==> config.mk <==
export PLATFORM = sky130hd
export DESIGN_NAME = aclk_controller
export DESIGN_NICKNAME = d
export VERILOG_FILES = /design/src/rtl/aclk_controller.sv
export SDC_FILE = /design/constraint.sdc
export NUM_CORES = 1
export LEC_CHECK = 0
export ABC_AREA = 1
export ABC_CLOCK_PERIOD_IN_PS = 1500
export BUFFER_PORTS_ARGS = -buffer_cell sky130_fd_sc_hd__buf_2
export CAP_MARGIN = 30
export CORE_AREA = 2 2 39 41
export DETAILED_ROUTE_END_ITERATION = 10
export DIE_AREA = 0 0 41 43
export PLACE_DENSITY = 0.52
export SYNTH_ARGS = -nofsm -noshare
export SYNTH_HDL_FRONTEND = slang
export SYNTH_SLANG_ARGS = --single-unit
export TNS_END_PERCENT = 1
==> constraint.sdc <==
create_clock -name clk -period 1.5 [get_ports clk]
set_input_delay 0.3 -clock clk [delete_from_list [all_inputs] [get_ports clk]]
set_output_delay 0.3 -clock clk [all_outputs]
set_load 0.03 [all_outputs]
==> src/rtl/aclk_controller.sv <==
// -----------------------------------------------------------------------------
// aclk_controller
//   User-interface FSM for the alarm clock. It sits upstream of the time
//   counter and the alarm register. It reads keypad digits and the alarm/time
//   buttons, and it drives the keypad shift register. It issues single-cycle
//   load strobes for current time and alarm time, and it selects the display
//   source.
//
//   Moore machine: every output is decoded from the state register alone.
//
// Configuration macro:
//   ACLK_CTRL_TIMEOUT_EN  - when defined, builds the inactivity counter that
//                           abandons a key entry after TIMEOUT_SEC seconds.
//                           When undefined, key entry waits indefinitely and
//                           one_second is ignored.
//
// Ports:
//   clk            in   system clock, rising edge
//   reset          in   asynchronous, active-high; clears all state
//   one_second     in   1-cycle pulse once per second
//   key[3:0]       in   decoded keypad value, NOKEY when idle
//   alarm_button   in   level, high while held
//   time_button    in   level, high while held
//   load_new_a     out  1-cycle strobe: alarm register loads keypad buffer
//   load_new_c     out  1-cycle strobe: time counter loads keypad buffer
//   show_a         out  display selects alarm time
//   show_new_time  out  display selects keypad buffer
//   shift          out  1-cycle strobe: keypad buffer shifts in key
//   reset_count    out  1-cycle strobe: timegen clears its seconds divider
// -----------------------------------------------------------------------------
module aclk_controller #(
  parameter int         TIMEOUT_SEC = 10,
  parameter logic [3:0] NOKEY       = 4'hA
) (
  input  logic       clk,
  input  logic       reset,
  input  logic       one_second,
  input  logic [3:0] key,
  input  logic       alarm_button,
  input  logic       time_button,
  output logic       load_new_a,
  output logic       load_new_c,
  output logic       show_a,
  output logic       show_new_time,
  output logic       shift,
  output logic       reset_count
);

  localparam logic [2:0] SHOW_TIME        = 3'd0;
  localparam logic [2:0] KEY_STORED       = 3'd1;
  localparam logic [2:0] KEY_WAITED       = 3'd2;
  localparam logic [2:0] KEY_ENTRY        = 3'd3;
  localparam logic [2:0] SHOW_ALARM       = 3'd4;
  localparam logic [2:0] SET_ALARM_TIME   = 3'd5;
  localparam logic [2:0] SET_CURRENT_TIME = 3'd6;

  logic [2:0] state_q, state_d;
  logic       key_pressed;
  logic       timeout;

  // Codes B-F are not NOKEY, so they count as digits.
  assign key_pressed = (key != NOKEY);

`ifdef ACLK_CTRL_TIMEOUT_EN
  localparam int             CNT_W    = $clog2(TIMEOUT_SEC + 1);
  localparam logic [CNT_W-1:0] CNT_MAX  = CNT_W'(TIMEOUT_SEC);
  localparam logic [CNT_W-1:0] CNT_LAST = CNT_W'(TIMEOUT_SEC - 1);

  logic [CNT_W-1:0] cnt_q, cnt_d;
  logic             waiting;

  // The counter is held at zero outside the two waiting states. Each
  // KEY_STORED visit therefore restarts the inactivity window.
  always_comb begin
    waiting = (state_q == KEY_WAITED) || (state_q == KEY_ENTRY);
    cnt_d   = '0;
    if (waiting) begin
      cnt_d = cnt_q;
      if (one_second && (cnt_q != CNT_MAX)) begin
        cnt_d = cnt_q + CNT_W'(1);
      end
    end
  end

  always_ff @(posedge clk or posedge reset) begin
    if (reset) begin
      cnt_q <= '0;
    end else begin
      cnt_q <= cnt_d;
    end
  end

  // Timeout fires on the edge that carries the TIMEOUT_SEC-th pulse.
  assign timeout = (cnt_q == CNT_LAST) && one_second;
`else
  logic unused_one_second;
  assign unused_one_second = one_second | (TIMEOUT_SEC == 0);
  assign timeout           = 1'b0;
`endif

  // State register
  always_ff @(posedge clk or posedge reset) begin
    if (reset) begin
      state_q <= SHOW_TIME;
    end else begin
      state_q <= state_d;
    end
  end

  // Next-state logic. Within each state, earlier tests have priority.
  always_comb begin
    state_d = state_q;
    case (state_q)
      SHOW_TIME: begin
        if (alarm_button)     state_d = SHOW_ALARM;
        else if (key_pressed) state_d = KEY_STORED;
      end
      KEY_STORED: state_d = KEY_WAITED;
      KEY_WAITED: begin
        if (!key_pressed) state_d = KEY_ENTRY;
        else if (timeout) state_d = SHOW_TIME;
      end
      KEY_ENTRY: begin
        if (alarm_button)     state_d = SET_ALARM_TIME;
        else if (time_button) state_d = SET_CURRENT_TIME;
        else if (key_pressed) state_d = KEY_STORED;
        else if (timeout)     state_d = SHOW_TIME;
      end
      SHOW_ALARM: begin
        if (!alarm_button) state_d = SHOW_TIME;
      end
      SET_ALARM_TIME:   state_d = SHOW_TIME;
      SET_CURRENT_TIME: state_d = SHOW_TIME;
      default:          state_d = SHOW_TIME;
    endcase
  end

  // Output decode
  always_comb begin
    load_new_a    = 1'b0;
    load_new_c    = 1'b0;
    show_a        = 1'b0;
    show_new_time = 1'b0;
    shift         = 1'b0;
    reset_count   = 1'b0;
    case (state_q)
      KEY_STORED:       shift         = 1'b1;
      KEY_WAITED:       show_new_time = 1'b1;
      KEY_ENTRY:        show_new_time = 1'b1;
      SHOW_ALARM:       show_a        = 1'b1;
      SET_ALARM_TIME:   load_new_a    = 1'b1;
      SET_CURRENT_TIME: begin
        load_new_c  = 1'b1;
        reset_count = 1'b1;
      end
      default: ;
    endcase
  end

endmodule

==> results_dict.tcl, run 1 <==
set metrics [dict create \
    placed_cell_area_sq_um 379 \
    cp-end-kind "output port" \
    largest_reg_flops 3 \
    peakVddDrop_uv 798 \
    ys_ff_latch 3 \
    slowest_stage "dfrtp_2" \
    groute.usage.overall 0.105 \
    synthTopCellsByCount "17 x nand2_1, 7 x inv_1, 4 x nand3_1, 4 x nor2_1, 3 x dfrtp_1" \
    r2r_cells 6 \
    status "complete, no violations" \
    via_per_inst 4.22 \
    reg2reg_slack_ns 0.34 \
    grt_max_degree 8 \
    hold_path.class "in2reg" \
    grt_pass1_wl_mm 1.20 \
    rsz0062_at_grt "yes" \
    required_ns 1.20 \
    die_x_microns 41 \
    worst_hold_startpoint "alarm_button" \
    hpwl_microns 543 \
    h-tree-depth 1 \
    drc 0 \
    max_stage_delay_ns 0.43 \
    max_flop_register "state_q" \
    tightest_slew_ns 0.199 \
    cp.arrival_ns 1.15 \
    cts_made_buffers 3 \
    finalCritPeriodShare 0.969 \
    setup_viol 0 \
    wirelength_microns 716 \
    io_buffers 13 \
    clk_pin_slew_worst_paths_ns 0.04 \
    finalNetCount 79 \
    drt-initial-drc-count 4 \
    yosysMostFrequentCell "nand2_1" \
    maxCapViolations 0 \
    overflow 0 \
    r2r-start "state_q[2]" \
    ctsRootBufferMaster "clkbuf_4" \
    final_cell_area_sq_um 495 \
    p_leak_uw 0.000271 \
    finClkSkew_ns 0.00326 \
    async_reset_ff_frac 1.00 \
    ys_seq_area_frac 0.259 \
    place.gp.congestion 0.756 \
    drive_gt1_frac 0.478 \
    crit_buf_inv 2 \
    slew_headroom 0.866 \
    worstPathCellList "buf_4, nor3_4, buf_6" \
    synthFlopType "dfrtp_1" \
    ys_types 15 \
    crit_type "reg2out" \
    fin_crit_ns 1.45 \
    fin_setup_tns_ns 0 \
    final_antenna_net_count 0 \
    hold_end "state_q[2]" \
    dp.cells 76 \
    first_pass_iters 4 \
    syn_nets 57 \
    wl_per_cell_microns 8.42 \
    syn_area_per_cell_sq_um 6.05 \
    coreArea_sq_mm 0.00138 \
    r2r-end "state_q[0]" \
    cp-start-kind "register" \
    die_h_microns 43 \
    totalPowerFinal_uw 961 \
    synth_edf_count 0 \
    area_delta_synth_final_pct 70.7 \
    largest_registers "state_q (3)" \
    cts_tree "yes" \
    clk_path_buf_depth 2 \
    io_pins 15 \
    crit_fanout 4 \
    hold_viol_final 0 \
    synth_area_sq_um 290 \
    drv_slew 0 \
    antenna_found_initial 0 \
    die-area_sq_mm 0.00176 \
    cts_sinks 3 \
    rows 14 \
    cpLargestDelayFamily "flip-flops" \
    syn_inst 48 \
    grt_pass1_vias 316 \
    initial_core_util 0.210 \
    powerDensity_mw_per_mm2 1940 \
    synth_warnings 0 \
    max_freq_mhz 688 \
    hold_depth 3 \
    synth_area_leaders "dfrtp_1 26%, nand2_1 22%, inv_1 9.1%" \
    synth_top_area_share 0.259 \
    worstSkewPairLatency_ns 0.23 \
    vias 359 \
    stdcell_count 85 \
    antennaDiodeCount 0 \
    yosysTopAreaCell "dfrtp_1" \
]
cell type report:
type / count / area (sq um)
sequential: 3 / 78.8
tap: 16 / 20.0
timing repair buffer: 19 / 143
multi-input combinational: 34 / 189
inverter: 9 / 38.8
fill: 154 / 888
clock buffer: 4 / 26.3
how the worst max path moves through the flow:
stage / startpoint / endpoint / slack [ns] / cells past startpoint
after floorplan: state_q[0] / load_new_a / -0.01 / 3
after global placement: state_q[0] / show_new_time / 0.13 / 4
after detailed placement: state_q[0] / show_new_time / 0.12 / 4
after CTS: state_q[0] / reset_count / -0.01 / 3
after global routing: state_q[1] / show_new_time / -0.03 / 5
final: state_q[1] / load_new_a / 0.05 / 3
stage by stage:
step                       util  hold WS [ns]  worst slack [ns]
after floorplan               -        0.0536           -0.0106
after global placement    0.274         0.168             0.129
after detailed placement  0.274         0.172             0.117
after CTS                 0.333         0.321           -0.0123
after global routing      0.358         0.353           -0.0260
final                     0.358         0.343            0.0459
worst reg2reg max path, delay by kind of cell, from the launching register on:
family	cells	cell delay (ns)
simple gates	3	0.23
compound gates	1	0.12
buf+inv	2	0.28
flops	1	0.44
layer usage:
metal / vias to the layer above / GRT usage / wire (microns)
li1: 193 / - / -
met1: 152 / 0.135 / 342
met2: 14 / 0.138 / 311
met3: 0 / 0.0628 / 62
met4: 0 / 0.0400 / 0
met5: - / 0 / 0
layout by cell type, fill, tap and decap left out, drive strengths merged:
| cell | count |
|---|---|
| nand2 | 17 |
| nand3 | 4 |
| o21ai | 1 |
| nand4 | 1 |
| nor3 | 4 |
| clkbuf | 4 |
| dfrtp | 3 |
| nor2 | 5 |
| dlygate4sd3 | 1 |
| a21oi | 2 |
| inv | 9 |
| buf | 18 |
power by group:
| part | total, uW | switching (uW) | internal, uW |
|---|---|---|---|
| registers | 189 | 65.7 | 124 |
| clock network | 144 | 43.8 | 99.8 |
| logic | 628 | 366 | 262 |
cells by family after synthesis:
logic type / after synthesis / share of synthesized area
flops: 3 / 0.259
buf+inv: 11 / 0.168
compound gates: 3 / 0.0646
simple gates: 31 / 0.509
what timing repair did:
action	4_1_cts	5_1_grt
endpoints found under the hold margin	3	0
setup buffers	4	0
endpoints found under the setup margin	4	6
gates resized for setup	7	11
hold buffers	1	0
pin swaps	1	1
(Power assumes the default switching activity.)
==> inputs of run 2 (changes only) <==
- ABC_CLOCK_PERIOD_IN_PS: 1500 -> 1170
- PLACE_DENSITY: 0.52 -> 0.54
- clock period: 1.5 -> 1.17 ns (I/O delays scaled with it)
==> results_dict.tcl, run 2 (synthesis results as in run 1) <==
set metrics [dict create \
    cp-start-kind "register" \
    final_common_cell "nand2_1" \
    first_pass_iters 3 \
    cpLargestDelayFamily "flip-flops" \
    crit_type "reg2out" \
    grt_max_degree 7 \
    area_delta_synth_final_pct 79.7 \
    fin_ws_ns -0.237 \
    max_flop_register "state_q" \
    drive_gt1_frac 0.486 \
    finalCritPeriodShare 1.20 \
    coreArea_sq_mm 0.00138 \
    cts_tree "yes" \
    antenna_found_initial 0 \
    finalNetCount 82 \
    grt_pass1_wl_mm 1.29 \
    slew_headroom 0.881 \
    io_pins 15 \
    required_ns 0.94 \
    largest_registers "state_q (3)" \
    die_x_microns 41 \
    die_h_microns 43 \
    place_ws_ns -0.116 \
    worstPathCellList "nor3_4, inv_1, nand2_1, buf_6" \
    initial_core_util 0.210 \
    clk_pin_slew_worst_paths_ns 0.04 \
    finClkSkew_ns 0.000675 \
    clk_path_buf_depth 2 \
    wl_per_cell_microns 8.16 \
    wirelength_microns 718 \
    final_cell_mix "17 x nand2_1, 9 x buf_4, 7 x inv_1, 7 x buf_2, 5 x buf_6" \
    io_buffers 13 \
    drt-initial-drc-count 2 \
    crit_buf_inv 2 \
    vias 371 \
    crit_fanout 6 \
    hold_viol_final 0 \
    rsz0062_at_grt "yes" \
    max_stage_delay_ns 0.46 \
    nFillCells 152 \
    fin_crit_ns 1.41 \
    hpwl_microns 591 \
    worstSkewPairLatency_ns 0.23 \
    overflow 0 \
    final_antenna_net_count 0 \
    postLayoutCoreUtil 0.377 \
    die-area_sq_mm 0.00176 \
    drc 0 \
    h-tree-depth 1 \
    place.gp.congestion 0.815 \
    setup_viol 7 \
    violations "setup timing" \
    cts_sinks 3 \
    drv_slew 0 \
    via_per_inst 4.22 \
    tightest_slew_ns 0.178 \
    rows 14 \
    cp.arrival_ns 1.17 \
    cp-end-kind "output port" \
    cts_made_buffers 3 \
    grt_pass1_vias 344 \
    p_leak_uw 0.000283 \
    antennaDiodeCount 0 \
    powerDensity_mw_per_mm2 2490 \
    maxCapViolations 0 \
    peakVddDrop_uv 1250 \
    groute.usage.overall 0.113 \
    largest_reg_flops 3 \
    status "complete, but fails checks" \
    ctsRootBufferMaster "clkbuf_4" \
    max_freq_mhz 711 \
    slowest_stage "dfrtp_2" \
    hold_path.class "in2reg" \
]
run 2: area by class of cell:
cell class,instances,area [sq um],area share
Multi-Input combinational cell,34,189,0.362
Timing Repair Buffer,22,169,0.324
Sequential cell,3,78.8,0.151
Inverter,9,38.8,0.0743
Clock buffer,4,26.3,0.0504
Tap cell,16,20.0,0.0384
run 2: stage by stage:
step | setup TNS [ns] | hold slack, ns | cells | total power, uW | area (sq um)
after floorplan | -0.199 | -0.0124 | 48 | 765 | 322
after global routing | -1.81 | 0.298 | 88 | 1430 | 522
after detailed placement | -0.558 | 0.101 | 82 | 993 | 437
final | -1.17 | 0.281 | 88 | 1300 | 522
after CTS | -1.27 | 0.283 | 88 | 1320 | 522
after global placement | -0.418 | 0.0991 | 82 | 979 | 437
run 2: path summary, 6_finish.rpt:
kind	end	slack (ns)	startpoint	cells past startpoint
hold / removal	state_q[2]	0.28	alarm_button	3
setup reg to reg	state_q[0]	0	state_q[0]	6
hold reg to reg	state_q[1]	0.71	state_q[2]	5
setup / recovery	show_new_time	-0.24	state_q[0]	4
max in group asynchronous	state_q[1]	0.62	reset	3
min in group asynchronous	state_q[0]	0.41	reset	3
run 2: power breakdown:
part	switching (uW)	total, uW	internal [uW]
clock	54.5	182	128
sequential	102	261	159
combinational	464	855	391
total	621	1300	677
run 2: metal layers:
metal  vias up  GRT usage  part of all wire
met5         -          0                 0
met4         0     0.0800             0.022
met3         2     0.0314             0.042
met2         9      0.166              0.49
met1       164      0.133              0.44
li1        196          -                 -
run 2: repair_timing:
item | CTS | global route
endpoints found under the setup margin | 9 | 9
hold buffers | 1 | 0
gates cloned | 0 | 0
setup buffers | 1 | 0
pin swaps | 1 | 0
hold endpoints to repair | 3 | 0
resized for setup | 15 | 0
run 2: worst register-to-register path: stages (launching register included):
cell and delay [ns]:
dfrtp_2 0.46, buf_4 0.16, nand3_1 0.09, buf_4 0.12
nor2_1 0.03, nor2_1 0.12, a21oi_2 0.07
==> inputs of run 3 (changes only) <==
- SKIP_LAST_GASP: unset -> 1
==> results_dict.tcl, run 3 (synthesis results as in run 1) <==
set metrics [dict create \
    drive_gt1_frac 0.486 \
    max_freq_mhz 692 \
    r2r-end "state_q[0]" \
    crit_type "reg2out" \
    place_ws_ns -0.116 \
    drc 0 \
    totalPowerFinal_uw 1300 \
    worst_hold_startpoint "alarm_button" \
    final_antenna_net_count 0 \
    initial_core_util 0.210 \
    cp.arrival_ns 1.21 \
    grt_pass1_wl_mm 1.26 \
    worstSkewPairLatency_ns 0.23 \
    grt_use_met3 0.0314 \
    clk_path_buf_depth 2 \
    cpLargestDelayFamily "flip-flops" \
    cp-start-kind "register" \
    vias 368 \
    powerDensity_mw_per_mm2 2490 \
    coreArea_sq_mm 0.00138 \
    ctsRootBufferMaster "clkbuf_4" \
    die_x_microns 41 \
    max_stage_delay_ns 0.44 \
    largest_registers "state_q (3)" \
    violations "setup timing" \
    nFillCells 152 \
    reg2reg_slack_ns 0 \
    antennaDiodeCount 0 \
    peakVddDrop_uv 1280 \
    hold_path.class "in2reg" \
    rows 14 \
    die_h_microns 43 \
    tightest_slew_ns 0.211 \
    via_per_inst 4.09 \
    grt_pass1_vias 336 \
    r2r-start "state_q[0]" \
    h-tree-depth 1 \
    die-area_sq_mm 0.00176 \
    grt.busiest_layer "met2" \
    drt-initial-drc-count 2 \
    hpwl_microns 591 \
    wirelength_microns 722 \
    r2r_cells 6 \
    hold_depth 3 \
    fin_crit_ns 1.44 \
    crit_buf_inv 2 \
    area_delta_synth_final_pct 79.3 \
    final_common_cell "nand2_1" \
    groute.usage.overall 0.110 \
    cp-end-kind "output port" \
    grt_max_degree 7 \
    grt.met1_usage 0.129 \
    finalNetCount 84 \
    cts_sinks 3 \
    crit_fanout 6 \
    antenna_found_initial 0 \
    first_pass_iters 4 \
    hold_end "state_q[2]" \
    overflow 0 \
    slowest_stage "dfrtp_2" \
    cts_made_buffers 3 \
    fin_setup_tns_ns -1.42 \
    place.gp.congestion 0.815 \
    fin_ws_ns -0.274 \
    max_flop_register "state_q" \
    seq_area_sq_um 77.6 \
    drv_slew 0 \
    largest_reg_flops 3 \
    wl_per_cell_microns 8.02 \
    met2_usage 0.159 \
    hold_viol_final 0 \
    cts_tree "yes" \
    finalCritPeriodShare 1.23 \
    worstPathCellList "buf_4, nor3_4, buf_2" \
    postLayoutCoreUtil 0.376 \
    setup_viol 6 \
    status "complete, but fails checks" \
    rsz0062_at_grt "yes" \
    final_cell_mix "17 x nand2_1, 10 x buf_2, 10 x buf_4" \
    finClkSkew_ns 0.000937 \
    maxCapViolations 0 \
    io_pins 15 \
    p_leak_uw 0.000293 \
    clk_pin_slew_worst_paths_ns 0.04 \
    slew_headroom 0.860 \
    io_buffers 13 \
    multi_input_area_sq_um 189 \
    required_ns 0.94 \
]
==> run 3: stage by stage <==
| stage | hold slack (ns) | cell area [sq um] | std cells |
|---|---|---|---|
| CTS | 0.283 | 502 | 88 |
| floorplan | -0.0124 | 322 | 48 |
| global route | 0.298 | 520 | 90 |
| global placement | 0.0991 | 437 | 82 |
| detailed placement | 0.101 | 437 | 82 |
| finish | 0.284 | 520 | 90 |
==> run 3: per-layer routing <==
layer / share of wire / vias to the layer above
li1: - / 198
met1: 0.45 / 159
met2: 0.49 / 9
met3: 0.037 / 2
met4: 0.022 / 0
met5: 0 / -
==> run 3: worst max-delay path by stage <==
stage	start	to	slack (ns)	cells after the start
after global routing	state_q[2]	shift	-0.35	4
after CTS	state_q[0]	show_new_time	-0.26	4
after global placement	state_q[0]	load_new_c	-0.10	3
after floorplan	state_q[0]	reset_count	-0.12	3
final	state_q[1]	show_a	-0.27	3
after detailed placement	state_q[0]	reset_count	-0.12	3
==> run 3: worst reg2reg max path: stages, from the launching register on <==
cell	delay (ns)
dfrtp_2	0.46
buf_4	0.16
nand3_1	0.09
buf_4	0.12
nor2_1	0.03
nor2_1	0.11
a21oi_2	0.07
==> run 3: what timing repair did <==
action                                  CTS  global route
resized for setup                         8             1
hold endpoints to repair                  3             0
hold buffers                              1             0
endpoints found under the setup margin    9             9
buffers inserted                          1             2
pin swaps                                 1             1
==> run 3: area by class of cell <==
cell class | instances | share of cell area
Clock buffer | 4 | 0.0505
Inverter | 9 | 0.0745
Tap cell | 16 | 0.0385
Multi-Input combinational cell | 34 | 0.363
Sequential cell | 3 | 0.149
Timing Repair Buffer | 24 | 0.325
==> run 3: where the power goes <==
part           internal (uW)  leakage [uW]  switching (uW)
Sequential               156     0.0000357            90.3
Combinational            393      0.000243             476
Clock                    128     0.0000150            54.9
